===== src/rtl/seg7_pkg.sv =====
// Shared types for the sequential multiply/BCD display block: segment
// patterns (gfedcba, active low), FSM state encoding and a pow10 helper.
package seg7_pkg;

  typedef logic [6:0] seg7_t;

  localparam seg7_t SEG_BLANK = 7'b1111111;

  localparam seg7_t SEG_DIGIT [0:9] = '{
    7'b1000000, 7'b1111001, 7'b0100100, 7'b0110000, 7'b0011001,
    7'b0010010, 7'b0000010, 7'b1111000, 7'b0000000, 7'b0011000
  };

  typedef enum logic [1:0] {
    IDLE,
    MUL,
    BCD,
    DONE
  } state_t;

  function automatic longint unsigned pow10(input int n);
    longint unsigned r;
    r = 64'd1;
    for (int i = 0; i < n; i++) r = r * 64'd10;
    return r;
  endfunction

endpackage


===== src/rtl/seq_mul_bcd_display_if.sv =====
// Handshake/data bundle for seq_mul_bcd_display.
// master: start/op1/op2 out; slave: busy/done/product/seg out.
interface seq_mul_bcd_display_if #(
  parameter int W      = 4,
  parameter int DIGITS = 3
);
  logic                  start;
  logic [W-1:0]          op1;
  logic [W-1:0]          op2;
  logic                  busy;
  logic                  done;
  logic [2*W-1:0]        product;
  logic [7*DIGITS-1:0]   seg;

  modport master (
    output start, op1, op2,
    input  busy, done, product, seg
  );

  modport slave (
    input  start, op1, op2,
    output busy, done, product, seg
  );
endinterface


===== src/rtl/seg7_decode.sv =====
// One BCD digit to active-low 7-segment (gfedcba).
// Ports: bcd (4b in), seg (seg7_t out); codes 10..15 show blank.
module seg7_decode
  import seg7_pkg::*;
(
  input  logic [3:0] bcd,
  output seg7_t      seg
);

  always_comb begin
    seg = SEG_BLANK;
    unique case (bcd)
      4'd0: seg = SEG_DIGIT[0];
      4'd1: seg = SEG_DIGIT[1];
      4'd2: seg = SEG_DIGIT[2];
      4'd3: seg = SEG_DIGIT[3];
      4'd4: seg = SEG_DIGIT[4];
      4'd5: seg = SEG_DIGIT[5];
      4'd6: seg = SEG_DIGIT[6];
      4'd7: seg = SEG_DIGIT[7];
      4'd8: seg = SEG_DIGIT[8];
      4'd9: seg = SEG_DIGIT[9];
      default: seg = SEG_BLANK;
    endcase
  end

endmodule


===== src/rtl/seq_mul_bcd_display.sv =====
// Sequential shift-add multiplier, double-dabble BCD, registered 7-seg out.
// Ports: clk, rst (async high), bus (slave: start/op1/op2 in;
// busy/done/product/seg out). Macro LEAD_ZERO_BLANK_EN blanks leading zeros.
module seq_mul_bcd_display
  import seg7_pkg::*;
#(
  parameter int W      = 4,
  parameter int DIGITS = 3
) (
  input logic                 clk,
  input logic                 rst,
  seq_mul_bcd_display_if.slave bus
);

  localparam int PW = 2 * W;
  localparam int BW = 4 * DIGITS;
  localparam int SW = 7 * DIGITS;
  localparam int CW = $clog2(PW + 1);

`ifdef LEAD_ZERO_BLANK_EN
  localparam bit BLANK_EN = 1'b1;
`else
  localparam bit BLANK_EN = 1'b0;
`endif

  localparam longint unsigned OP_MAX = (64'd1 << W) - 64'd1;

  if (OP_MAX * OP_MAX > pow10(DIGITS) - 64'd1) begin : g_chk
    $error("DIGITS too small for W-bit product");
  end

  function automatic logic [SW-1:0] seg_rst();
    logic [SW-1:0] r;
    for (int i = 0; i < DIGITS; i++)
      r[7*i +: 7] = (i == 0 || !BLANK_EN) ? SEG_DIGIT[0] : SEG_BLANK;
    return r;
  endfunction

  localparam logic [SW-1:0] SEG_RST = seg_rst();

  state_t         state;
  state_t         state_nxt;
  logic [CW-1:0]  cnt;
  logic [PW-1:0]  mcand;
  logic [W-1:0]   mplier;
  logic [PW-1:0]  acc;
  logic [PW-1:0]  acc_nxt;
  logic [PW-1:0]  pshift;
  logic [BW-1:0]  bcd;
  logic [BW-1:0]  bcd_adj;
  logic [BW-1:0]  bcd_nxt;
  logic [PW-1:0]  product_q;
  logic [SW-1:0]  seg_q;
  logic [SW-1:0]  seg_dec;
  logic [SW-1:0]  seg_nxt;
  logic           mul_last;
  logic           bcd_last;

  assign mul_last = (cnt == CW'(W - 1));
  assign bcd_last = (cnt == CW'(PW - 1));

  always_ff @(posedge clk or posedge rst) begin
    if (rst) state <= IDLE;
    else     state <= state_nxt;
  end

  always_comb begin
    state_nxt = state;
    unique case (state)
      IDLE: if (bus.start) state_nxt = MUL;
      MUL:  if (mul_last)  state_nxt = BCD;
      BCD:  if (bcd_last)  state_nxt = DONE;
      DONE: state_nxt = IDLE;
    endcase
  end

  assign acc_nxt = mplier[0] ? acc + mcand : acc;

  always_comb begin
    bcd_adj = bcd;
    for (int i = 0; i < DIGITS; i++)
      if (bcd[4*i +: 4] >= 4'd5)
        bcd_adj[4*i +: 4] = bcd[4*i +: 4] + 4'd3;
  end

  assign bcd_nxt = {bcd_adj[BW-2:0], pshift[PW-1]};

  // Decode the value the BCD register is about to take so the
  // final conversion step and the seg load share one edge.
  for (genvar g = 0; g < DIGITS; g++) begin : g_dec
    seg7_decode u_dec (
      .bcd (bcd_nxt[4*g +: 4]),
      .seg (seg_dec[7*g +: 7])
    );
  end

  assign seg_nxt[6:0] = seg_dec[6:0];

  for (genvar g = 1; g < DIGITS; g++) begin : g_blank
    logic keep;
    assign keep = |bcd_nxt[BW-1:4*g];
    assign seg_nxt[7*g +: 7] =
      (BLANK_EN && !keep) ? SEG_BLANK : seg_dec[7*g +: 7];
  end

  always_ff @(posedge clk or posedge rst) begin
    if (rst) begin
      cnt       <= '0;
      mcand     <= '0;
      mplier    <= '0;
      acc       <= '0;
      pshift    <= '0;
      bcd       <= '0;
      product_q <= '0;
      seg_q     <= SEG_RST;
    end else begin
      unique case (state)
        IDLE: begin
          if (bus.start) begin
            mcand  <= PW'(bus.op1);
            mplier <= bus.op2;
            acc    <= '0;
            cnt    <= '0;
          end
        end
        MUL: begin
          acc    <= acc_nxt;
          mcand  <= mcand << 1;
          mplier <= mplier >> 1;
          if (mul_last) begin
            cnt    <= '0;
            pshift <= acc_nxt;
            bcd    <= '0;
          end else begin
            cnt <= cnt + CW'(1);
          end
        end
        BCD: begin
          bcd    <= bcd_nxt;
          pshift <= pshift << 1;
          if (bcd_last) begin
            cnt       <= '0;
            product_q <= acc;
            seg_q     <= seg_nxt;
          end else begin
            cnt <= cnt + CW'(1);
          end
        end
        DONE: begin
        end
      endcase
    end
  end

  assign bus.busy    = (state == MUL) || (state == BCD);
  assign bus.done    = (state == DONE);
  assign bus.product = product_q;
  assign bus.seg     = seg_q;

endmodule


===== src/flat_wrapper.sv =====
// flat-port wrapper written by rule: the top's interface ports become plain ports
module seq_mul_bcd_display_flat import seg7_pkg::*;
#(
  parameter int W      = 4,
  parameter int DIGITS = 3
)
  (clk, rst, bus_start, bus_op1, bus_op2, bus_busy, bus_done, bus_product, bus_seg);
  seq_mul_bcd_display_if #(.W(W), .DIGITS(DIGITS)) bus_i ();
  input logic clk;
  input logic rst;
  input wire logic [$bits(bus_i.start)-1:0] bus_start;
  input wire logic [$bits(bus_i.op1)-1:0] bus_op1;
  input wire logic [$bits(bus_i.op2)-1:0] bus_op2;
  output wire logic [$bits(bus_i.busy)-1:0] bus_busy;
  output wire logic [$bits(bus_i.done)-1:0] bus_done;
  output wire logic [$bits(bus_i.product)-1:0] bus_product;
  output wire logic [$bits(bus_i.seg)-1:0] bus_seg;
  assign bus_i.start = bus_start;
  assign bus_i.op1 = bus_op1;
  assign bus_i.op2 = bus_op2;
  assign bus_busy = bus_i.busy;
  assign bus_done = bus_i.done;
  assign bus_product = bus_i.product;
  assign bus_seg = bus_i.seg;
  seq_mul_bcd_display #(.W(W), .DIGITS(DIGITS)) u_core (.clk(clk), .rst(rst), .bus(bus_i));
endmodule

===== config.mk =====
export PLATFORM = sky130hd
export DESIGN_NAME = seq_mul_bcd_display_flat
export DESIGN_NICKNAME = d
export VERILOG_FILES = /design/src/rtl/seg7_pkg.sv /design/src/rtl/seq_mul_bcd_display_if.sv /design/src/rtl/seg7_decode.sv /design/src/rtl/seq_mul_bcd_display.sv /design/src/flat_wrapper.sv
export SDC_FILE = /design/constraint.sdc
export NUM_CORES = 1
export LEC_CHECK = 0
export BUFFER_PORTS_ARGS = -buffer_cell sky130_fd_sc_hd__buf_2
export CORE_ASPECT_RATIO = 1.2
export CORE_MARGIN = 2
export CORE_UTILIZATION = 45
export DETAILED_ROUTE_END_ITERATION = 6
export MAX_ROUTING_LAYER = met4
export PLACE_DENSITY = 0.6
export SYNTH_ARGS = -nofsm -noshare
export SYNTH_HDL_FRONTEND = slang
export SYNTH_SLANG_ARGS = --single-unit

===== constraint.sdc =====
create_clock -name clk -period 3 [get_ports clk]
set_clock_uncertainty 0.15 [all_clocks]
set_input_delay 0.6 -clock clk [delete_from_list [all_inputs] [get_ports clk]]
set_output_delay 0.6 -clock clk [all_outputs]
set_load 0.02 [all_outputs]

After elaboration in Yosys (flattened, before gate mapping)
Memories as Yosys holds them, arrays and structs flattened. A register that Yosys moved wholly into a read port is not among the register bits.
Index checks and enable logic that the tools add are counted.
- flip-flop bits (word level): 54
- output and inout port bits: 31
- bits in latches: 0
- logic and storage cells: 59
- memory bits (read-only): 336
- RAM bits: 0
- bits of input ports: 11
- memories: 3
- memory list (memory ; depth ; width ; rd ports ; clocked after Yosys merged registers in ; write ports ; RTL line ; RTL):
    (name not given) ; 16 ; 7 ; 1 ; 1 ; 0 ; seg7_decode.sv:12 ; unique case (bcd)
    (name not given) ; 16 ; 7 ; 1 ; 1 ; 0 ; seg7_decode.sv:12 ;
    (name not given) ; 16 ; 7 ; 1 ; 1 ; 0 ; seg7_decode.sv:12 ;
- multipliers: 0
- shifts and indexed selects: 0
- div/mod/pow operators: 0
- bitwise gates (word level): 0
- mux-type cells: 22
- equality and inequality tests: 8
- reduce and logical (&&, ||, !) cells: 10
- $add $sub $neg: 5
- $lt $le $gt $ge: 3
- operator list (kind ; count):
    case mux 8 bit (2 select lines) ; 3
    2-to-1 mux 8 bit ; 4
    2-to-1 mux 4 bit ; 6
    case mux 12 bit (2 select lines) ; 1
    greater-or-equal comparator 4 x 3 -> 1 bit, second input constant ; 3
    2-to-1 mux 12 bit ; 1
    case mux 4 bit (3 select lines) ; 1
    adder 4 x 2 -> 4 bit, second input constant ; 2
    adder 8 bit ; 1
    case mux 2 bit (4 select lines) ; 1
    case mux 4 bit (2 select lines) ; 1
    AND reduction 2 bit ; 4
    2-to-1 mux 2 bit ; 3
    adder 4 x 1 -> 4 bit, second input constant ; 1
    == test 2 bit, second input constant ; 2
    == test 4 x 2 -> 1 bit, second input constant ; 1
    == test 4 x 3 -> 1 bit, second input constant ; 1
    != test 2 x 1 -> 1 bit, second input constant ; 2
    nonzero test 2 bit ; 2
    adder 3 x 2 -> 3 bit, second input constant ; 1
    2-to-1 mux 3 bit ; 1
    AND reduction 3 bit ; 1
    nonzero test 3 bit ; 1
    == test 2 x 1 -> 1 bit, second input constant ; 1
    3 further kinds ; 3

Longest topological paths before layout
Gate-level depths: netlist of the first run.
- depth after elaboration: 4
- gate-level depth with buffers: 9
- depth with buffers taken out: 9

By module
From an unflattened synthesis of the first run, not the netlist that was laid out.
- cells, all modules: 436
- area, all modules: 4453.0 sq um
- modules (own cells, without submodules) (module ; cells an instance ; times used ; sequential area each (sq um) ; area an instance (sq um)):
    seq_mul_bcd_display ; 334 ; 1 ; 1880.6 ; 3741.1
    seg7_decode at u_core.g_dec[0].u_dec ... ; 34 ; 2 ; 0.0 ; 235.2
    seg7_decode at u_core.g_dec[1].u_dec ; 34 ; 1 ; 0.0 ; 241.5

Least setup slack after synthesis of the first run
No wires, ideal clock.
- path kind: register to register
- start: reg u_core.acc[0]
- end: reg u_core.pshift[6]
- clock period less this slack: 2.158 ns
- required time: 2.755 ns
- cell stages (with the launch flop): 9
- buffers on the path: 0
- arrival: 1.913 ns
- setup time: 0.095 ns
- setup slack: 0.842 ns
- cell sequence: dfrtp_1 > ha_1 > fa_1 > a211oi_1 > o21bai_1 > a21oi_1 > xnor2_1 > a21oi_1 > o31ai_1
- cells in the longest elaborated chain, start to end: 4
- RTL lines (item ; RTL line ; RTL):
    from (decl) ; seq_mul_bcd_display.sv:46 ; logic [PW-1:0] acc;
    from (signal assigned) ; seq_mul_bcd_display.sv:127 ; acc <= acc_nxt;
    adder 8 bit ; seq_mul_bcd_display.sv:77 ; assign acc_nxt = mplier[0] ? acc + mcand : acc;
    2-to-1 mux 8 bit ; seq_mul_bcd_display.sv:77 ;
    2-to-1 mux 8 bit ; seq_mul_bcd_display.sv:130 ; if (mul_last) begin
    case mux 8 bit (2 select lines) ; seq_mul_bcd_display.sv:117 ; unique case (state)
    to (signal assigned) ; seq_mul_bcd_display.sv:132 ; pshift <= acc_nxt;
    to (signal assigned) ; seq_mul_bcd_display.sv:140 ; pshift <= pshift << 1;
    to (decl) ; seq_mul_bcd_display.sv:48 ; logic [PW-1:0] pshift;
Every way passes these cells. The select of a mux whose other input is x is not followed.
A chain may end at the register's enable or synchronous reset.

Worst setup path after layout of the first run
Ends and elaborated chain as after synthesis.

==> summary.txt, run 1 <==
Worst setup path
  • Crit path arrival time: 2.46 ns
  • Critical-path cell list: ha_1 > fa_1 > a211oi_1 > o21bai_1 > a21oi_1 > xnor2_1 > a21oi_1 > o31ai_1
  • Worst Setup Path Type: reg -> reg
  • Top cell family by delay on the critical path: compound AO/OA/AOI/OAI gates
  • Most Frequent Cell on Critical Path: a21oi_1
  • CP Launch Type: register
  • Worst path bufs/invs: 0
  • Critical path's largest stage delay: 0.43 ns
  • CP max-delay cell: fa_1
  • Crit-path max FO: 4
  • Critical Path RT: 3.09 ns
  • Endpoint type of the worst setup path: register

Floorplan
  • Die Area: 10400 µm²
  • Row count: 39
  • Die W: 93.6 µm
  • Die Span Y: 111 µm
  • Core area: 9470 µm²
  • Starting Density: 45.7%
  • # IOs: 42

STA
  • Final Slew Violations: 0
  • Slew @ Worst Pin: 0.815 ns
  • Worst setup margin: 0.636 ns
  • Final cycle utilization of the critical path: 78.8%
  • Final setup fails: 0
  • Unrepaired setup endpoints after global routing: no
  • Fin Setup TNS: 0 ns
  • Fin crit period: 2.36 ns
  • Final Hold Fails: 0
  • Slew headroom: 45.3%
  • Fmax: 0.423 GHz

Placed design
  • Port Buf Inserts: 41
  • Final Wtd Congestion: 0.962
  • Place WS: 0.670 ns
  • DP Wirelength: 6680 µm
  • Placed insts: 612

Clock tree
  • CTS max path bufs: 2
  • CTS Hold Bufs: 0
  • Root buffer cell: clkbuf_16
  • Clock Pin Slew Worst Setup and Hold Paths: 0.06 ns
  • Clk sinks: 75
  • CTS tree: built
  • H-tree depth: 3
  • CTS buffer count: 9
  • Worst skew pair latency: 0.34 ns
  • Post-CTS Resized: 0
  • Setup Fix Bufs, Post-CTS: 0

Pwr
  • Pleak: 2.38 nW
  • Power Density: 980 nW/µm²
  • Peak supply drop: 0.548 mV

Yosys
  • Area contributors post-synth: dfrtp_1, nand2_1, ha_1
  • Synth warn: 0
  • Number of flops mapped to enable cells by yosys: 0
  • Post-synthesis register bit count: 75
  • Post-synthesis sequential area ratio: 43.4%
  • Synth cell types: 63
  • Synthesized cell area: 4330 µm²
  • Syn nets: 493
  • Synthesized area per cell: 9.43 µm²
  • Post-synth top flop: dfrtp_1
  • Area leader, netlist: dfrtp_1
  • Async SR Flop Fraction: 100%
  • Syn Inst Count: 459
  • Yosys top cell area share: 41.6%

Global route
  • Largest net degree at the start of global routing: 76
  • First-pass GRT wire length: 16300 µm
  • Number of global-route vias before repair: 3414
  • Total global routing overflow: 0
  • Initial antenna violation count: 0
  • GRT Resource Usage Total: 20.2%

Final layout
  • Ratio of cells with drive above 1 in the final layout: 19.8%
  • Final nets: 534
  • Synth-to-layout area growth: 14.8%
  • Post-Layout Cell Count: 628
  • # diodes: 0
  • Fill cells: 883

Flow run
  • Max-cap check violation count: 0

Detailed routing
  • TritonRoute pass-1 iters: 4
  • Routed Antenna Nets: 0
  • # DRC: 0
  • Drt total wl: 9210 µm
  • Vias/cell: 5.34
  • Initial DRC Count: 131
  • Wirelength per Cell: 14.7 µm
  • Via count: 3356

Hold path
  • Hold WC Path Type: in -> async

Status
  • Outcome: completed
[synthesized netlist by cell type (2+ instances only)]
library cell and count:
nand2_1 90, nor2_1 23, nor3b_1 2, mux2_2 6, a21oi_1 22, o21ai_1 5
xnor2_1 10, a221oi_1 3, mux2i_1 17, o31ai_2 3, o21bai_1 2, buf_1 2
a21oi_2 5, and3_1 6, nor2b_1 5, ha_1 22, dfstp_2 3, buf_2 7
nand2b_1 8, o31ai_1 10, a31oi_1 3, o21ai_0 41, clkbuf_1 10, dfrtp_1 72
o22ai_1 4, a211oi_1 4, o21a_1 4, a22o_1 5, and2_1 2, a21oi_4 2
o22a_1 3, inv_1 16, a21o_1 5, nand3_1 8
[worst paths after layout]
kind	startpoint	to	slack (ns)	depth (start not counted)
max reg2reg	u_core.acc[0]	u_core.pshift[6]	0.64	8
min in group clk	u_core.bus.product[0]	u_core.bus.product[0]	0.32	2
min	rst	u_core.acc[5]	0.20	3
max in group asynchronous	rst	u_core.bus.seg[6]	2.17	3
max	u_core.acc[0]	u_core.pshift[6]	0.64	8
min reg2reg	u_core.bus.product[0]	u_core.bus.product[0]	0.32	2
[sequential cells by signal, indices dropped and copies added, names as in the netlist]
register,cells
u_core.bus.seg,21
u_core.bcd,12
u_core.acc,8
u_core.bus.product,8
u_core.mcand,8
u_core.pshift,8
u_core.cnt,4
u_core.mplier,4
u_core.state,2
[area by class of cell]
cell class                      count  area, µm²  share of cell area (%)
Clock inverter                      1       5.00                   0.101
Inverter                           17       63.8                    1.28
Sequential cell                    75       1880                    37.8
Multi-Input combinational cell    347       2290                    46.2
Tap cell                          123        154                    3.10
Clock buffer                       15        288                    5.79
Timing Repair Buffer               50        285                    5.74
[through the flow]
step	hold slack (ns)	total power, mW	instance area (µm²)	util [%]
6_report	0.198	4.87	4970	52.5
5_1_grt	0.240	5.29	4970	52.5
4_1_cts	0.213	4.92	4970	52.5
3_5_place_dp	0.310	3.84	4680	49.4
3_3_place_gp	0.307	3.79	4680	49.4
2_1_floorplan	0.296	3.33	4330	-
[metal layers]
layer  share of wire (%)  wire (µm)  GRT usage (%)  vias up
li1                    -          -              -     1690
met1                  45       4160           24.4     1599
met2                  50       4610           33.2       54
met3                 2.9        263           4.67       13
met4                 2.0        180           6.76        0
met5                   0          0              -        -
[worst register-to-register path: cells and delay by family (launching register included)]
family	cells	cell delay (ns)
xor gates and xnor gates	1	0.17
adders and majority gates	2	0.68
AOI/OAI and AO/OA	5	0.87
DFF	1	0.41
[cells in the final DEF, fill, tap and decap left out, types with 2 or more instances in the layout]
| cell | netlist | layout |
|---|---|---|
| a211oi_1 | 4 | 4 |
| a21o_1 | 5 | 5 |
| a21oi_1 | 22 | 22 |
| a21oi_2 | 5 | 5 |
| a21oi_4 | 2 | 2 |
| a221oi_1 | 3 | 3 |
| a22o_1 | 5 | 5 |
| a31oi_1 | 3 | 3 |
| and2_1 | 2 | 2 |
| and3_1 | 6 | 6 |
| buf_2 | 7 | 41 |
| buf_4 | 0 | 8 |
| clkbuf_1 | 10 | 2 |
| clkbuf_16 | 0 | 9 |
| clkbuf_8 | 0 | 4 |
| dfrtp_1 | 72 | 72 |
| dfstp_2 | 3 | 3 |
| ha_1 | 22 | 22 |
| inv_1 | 16 | 15 |
| inv_2 | 1 | 2 |
| mux2_2 | 6 | 6 |
| mux2i_1 | 17 | 17 |
| nand2_1 | 90 | 90 |
| nand2b_1 | 8 | 8 |
| nand3_1 | 8 | 8 |
| nor2_1 | 23 | 23 |
| nor2b_1 | 5 | 5 |
| nor3b_1 | 2 | 2 |
| o21a_1 | 4 | 4 |
| o21ai_0 | 41 | 40 |
| o21ai_1 | 5 | 6 |
| o21bai_1 | 2 | 2 |
| o22a_1 | 3 | 3 |
| o22ai_1 | 4 | 4 |
| o31ai_1 | 10 | 10 |
| o31ai_2 | 3 | 3 |
| xnor2_1 | 10 | 10 |
[cell families after synthesis]
logic type	share of synthesized area [%]
simple gates	16.5
compound gates	20.4
flops	43.4
buf+inv	3.58
mux	6.67
fa+ha+maj	6.82
xor+xnor	2.60
[power by group]
group          switching, mW  internal (mW)  leakage [nW]
Clock                  0.403          0.650         0.146
Combinational           1.39          0.940          1.23
Sequential             0.259           1.23          1.01
Total                   2.05           2.82          2.38
Note: power is estimated with default switching activity, not from simulation.
==> inputs of run 2 (changes only) <==
--- a/config.mk
+++ b/config.mk
@@ -5,6 +5,7 @@
 export SDC_FILE = /design/constraint.sdc
 export NUM_CORES = 1
 export LEC_CHECK = 0
+export ABC_AREA = 1
 export BUFFER_PORTS_ARGS = -buffer_cell sky130_fd_sc_hd__buf_2
 export CORE_ASPECT_RATIO = 1.2
 export CORE_MARGIN = 2
==> constraint.sdc (replaced) <==
create_clock -name clk -period 2.3 [get_ports clk]
set_clock_uncertainty 0.15 [all_clocks]
set_input_delay 0.46 -clock clk [delete_from_list [all_inputs] [get_ports clk]]
set_output_delay 0.46 -clock clk [all_outputs]
set_load 0.02 [all_outputs]
==> summary.txt, run 2 <==
Status
  • Outcome: completed

Pwr
  • Power Total: 5.85 mW (+20%)
  • Peak supply drop: 0.797 mV (+45%)
  • Internal power: 3.39 mW (+20%)
  • Sequential Power Share: 31.8% (+1.2 points)
  • Clock power share: 23.2% (+1.6 points)
  • Power Density: 1180 nW/µm² (+20%)
  • Net switching power: 2.46 mW (+20%)
  • Switching Fraction: 42.1% (about the same)
  • Logic gate share of total power: 45.0% (-2.8 points)
  • Pleak: 2.74 nW (+15%)

Worst setup path
  • Critical-path cell list: inv_2 > ha_1 > inv_1 > nand2_2 > nand3_2 > nand2_1 > nand2_2 > inv_1 > ha_1 > nand3_1 > nand2_1 > o21a_1
  • Critical path's largest stage delay: 0.41 ns (-0.02 ns)
  • Worst Setup Path Type: reg -> reg
  • Critical Path RT: 2.37 ns (-0.72 ns)
  • Top cell family by delay on the critical path: simple AND/OR/NAND/NOR gates
  • R2R depth: 12 (+4)
  • Worst path bufs/invs: 3 (+3)
  • Endpoint type of the worst setup path: register
  • CP max-delay cell: dfrtp_1
  • Crit-path max FO: 7 (+3)
  • Cell depth of the worst setup path: 12 (+4)
  • Crit path arrival time: 2.19 ns (-0.27 ns)
  • CP Launch Type: register

Yosys
  • Syn Inst Count: 546 (+19%)
  • Yosys top cell area share: 41.6% (-0.048 points)
  • Post-synth top flop: dfrtp_1
  • Synthesized area per cell: 7.94 µm² (-16%)
  • Synthesized cell area: 4340 µm² (+0.12%)
  • Number of flops mapped to enable cells by yosys: 0 (unchanged)
  • Area contributors post-synth: dfrtp_1, nand2_1, ha_1
  • Post-synthesis sequential area ratio: 43.4% (-0.050 points)
  • Syn nets: 580 (+18%)
  • Synth warn: 0 (unchanged)
  • Most frequent cell after synthesis: nand2_1
  • Synth cell types: 39 (-38%)
  • Top cells by count, synth: nand2_1, dfrtp_1, inv_1
  • Async SR Flop Fraction: 100% (unchanged)
  • Area leader, netlist: dfrtp_1
  • Post-synthesis register bit count: 75 (unchanged)

STA
  • Slew headroom: 66.9% (+22 points)
  • Hold WS: 0.0690 ns (-0.129 ns)
  • Fmax: 0.472 GHz (+11%)
  • Final Hold Fails: 0 (unchanged)
  • Final Slew Violations: 0 (unchanged)
  • Slew @ Worst Pin: 0.497 ns (-0.317 ns)
  • Fin crit period: 2.12 ns (-0.243 ns)
  • Final cycle utilization of the critical path: 92.2% (+13 points)
  • Final setup fails: 0 (unchanged)

Global route
  • Met1 track demand over resource: 23.9% (-0.49 points)
  • Initial antenna violation count: 0 (unchanged)
  • Gr busiest metal: met2
  • First-pass GRT wire length: 16400 µm (+0.59%)
  • GRT Resource Usage Total: 20.2% (-0.020 points)
  • Largest net degree at the start of global routing: 76 (unchanged)
  • Total global routing overflow: 0 (unchanged)
  • Met3 Track Usage GR: 4.80% (+0.14 points)
  • Number of global-route vias before repair: 3593 (+5.2%)
  • Grt met2 use: 33.7% (+0.43 points)

Flow run
  • Max-cap check violation count: 0 (unchanged)

Clock tree
  • Root buffer cell: clkbuf_16
  • Clock Pin Slew Worst Setup and Hold Paths: 0.06 ns (about the same)
  • H-tree depth: 3 (unchanged)
  • CTS buffer count: 9 (unchanged)
  • CTS tree: built
  • Worst skew pair latency: 0.33 ns (about the same)
  • Clk sinks: 75 (unchanged)
  • CTS max path bufs: 2 (unchanged)

Final layout
  • Multi-input gate area: 2100 µm² (-8.6%)
  • Sequential cell area: 1880 µm² (unchanged)
  • Most frequent cells in the layout: nand2_1, dfrtp_1, inv_1, buf_2, nand3_1
  • Largest register FFs: 21 (unchanged)
  • Fill cells: 938 (+6.2%)
  • Synth-to-layout area growth: 14.8% (about the same)
  • Ratio of cells with drive above 1 in the final layout: 18.4% (-1.4 points)
  • Final nets: 627 (+17%)
  • Finished Core Util: 52.6% (+0.053 points)
  • Post-Layout Cell Count: 721 (+15%)
  • # diodes: 0 (unchanged)
  • Final Cell Area: 4980 µm² (+0.10%)
  • Most common cell after layout, fill and taps aside: nand2_1

Detailed routing
  • Drt total wl: 9340 µm (+1.3%)
  • Vias/cell: 5.03 (-5.9%)
  • Routed Antenna Nets: 0 (unchanged)
  • # DRC: 0 (unchanged)
  • Wirelength per Cell: 13.0 µm (-12%)
  • TritonRoute pass-1 iters: 4 (unchanged)
  • Via count: 3627 (+8.1%)
  • Initial DRC Count: 155 (+18%)

Placed design
  • Final Wtd Congestion: 0.855 (-11%)
  • DP Wirelength: 6890 µm (+3.2%)
  • Placed insts: 705 (+15%)
  • Area after DPL: 4680 µm² (about the same)
  • Port Buf Inserts: 41 (unchanged)

Floorplan
  • Die Span Y: 112 µm (about the same)
  • Die Area: 10400 µm² (+0.11%)
  • Die W: 93.6 µm (about the same)
  • Row count: 39 (unchanged)
  • Starting Density: 45.8% (+0.053 points)
  • Core area: 9470 µm² (unchanged)
  • # IOs: 42 (unchanged)

Hold path
  • Hold WC Path Type: in -> async
## run 2: tightest hold or removal path: stages
cell and delay, ns:
buf_2 0.11, clkinvlp_4 0.07, buf_12 0.32
## run 2: worst paths after layout
check                                   endpoint  slack (ns)                   from
hold reg to reg            u_core.bus.product[5]        0.32  u_core.bus.product[5]
min in group clk                 u_core.mcand[0]        0.21             bus_op1[0]
setup reg to reg               u_core.bus.seg[3]        0.18          u_core.bcd[1]
setup / recovery               u_core.bus.seg[3]        0.18          u_core.bcd[1]
max in group asynchronous      u_core.bus.seg[6]        1.56                    rst
hold / removal                 u_core.bus.seg[7]        0.07                    rst
## run 2: metal layers
| metal | routed length [µm] | part of all wire, % |
|---|---|---|
| met2 | 4700 | 50 |
| met3 | 317 | 3.4 |
| met1 | 4160 | 45 |
| met4 | 158 | 1.7 |
| met5 | 0 | 0 |
## run 2: layout make-up
| class | count | share of cell area (%) |
|---|---|---|
| Timing Repair Buffer | 49 | 5.58 |
| Multi-Input combinational cell | 386 | 42.1 |
| Inverter | 72 | 5.51 |
| Tap cell | 123 | 3.09 |
| Sequential cell | 75 | 37.8 |
| Clock inverter | 1 | 0.101 |
| Clock buffer | 15 | 5.78 |
## run 2: through the flow
| step | TNS (ns) | setup slack (ns) |
|---|---|---|
| 5_1_grt | -0.00122 | -0.00122 |
| 3_5_place_dp | 0 | 0.167 |
| 6_report | 0 | 0.180 |
| 4_1_cts | 0 | 0.150 |
| 2_1_floorplan | 0 | 0.343 |
| 3_3_place_gp | 0 | 0.266 |
## run 2: power by group through the flow
stage               combinational, mW  sequential, mW  clock [mW]
floorplan                        2.07            1.81           0
CTS                              2.65            1.86        1.40
detailed placement               2.64            1.88           0
global placement                 2.58            1.87           0
global route                     3.03            1.90        1.46
finish                           2.63            1.86        1.36
## run 2: repair_timing
action	in CTS	in global routing
setup endpoints to repair	0	5
setup buffers	0	0
resized for setup	0	2
hold buffers	0	0
## run 2: kinds of logic after synthesis
family	after synthesis	share of synthesized area (%)
compound gates	107	15.2
flops	75	43.4
buf+inv	85	8.31
xor+xnor	3	0.606
simple gates	253	25.7
fa+ha+maj	23	6.81
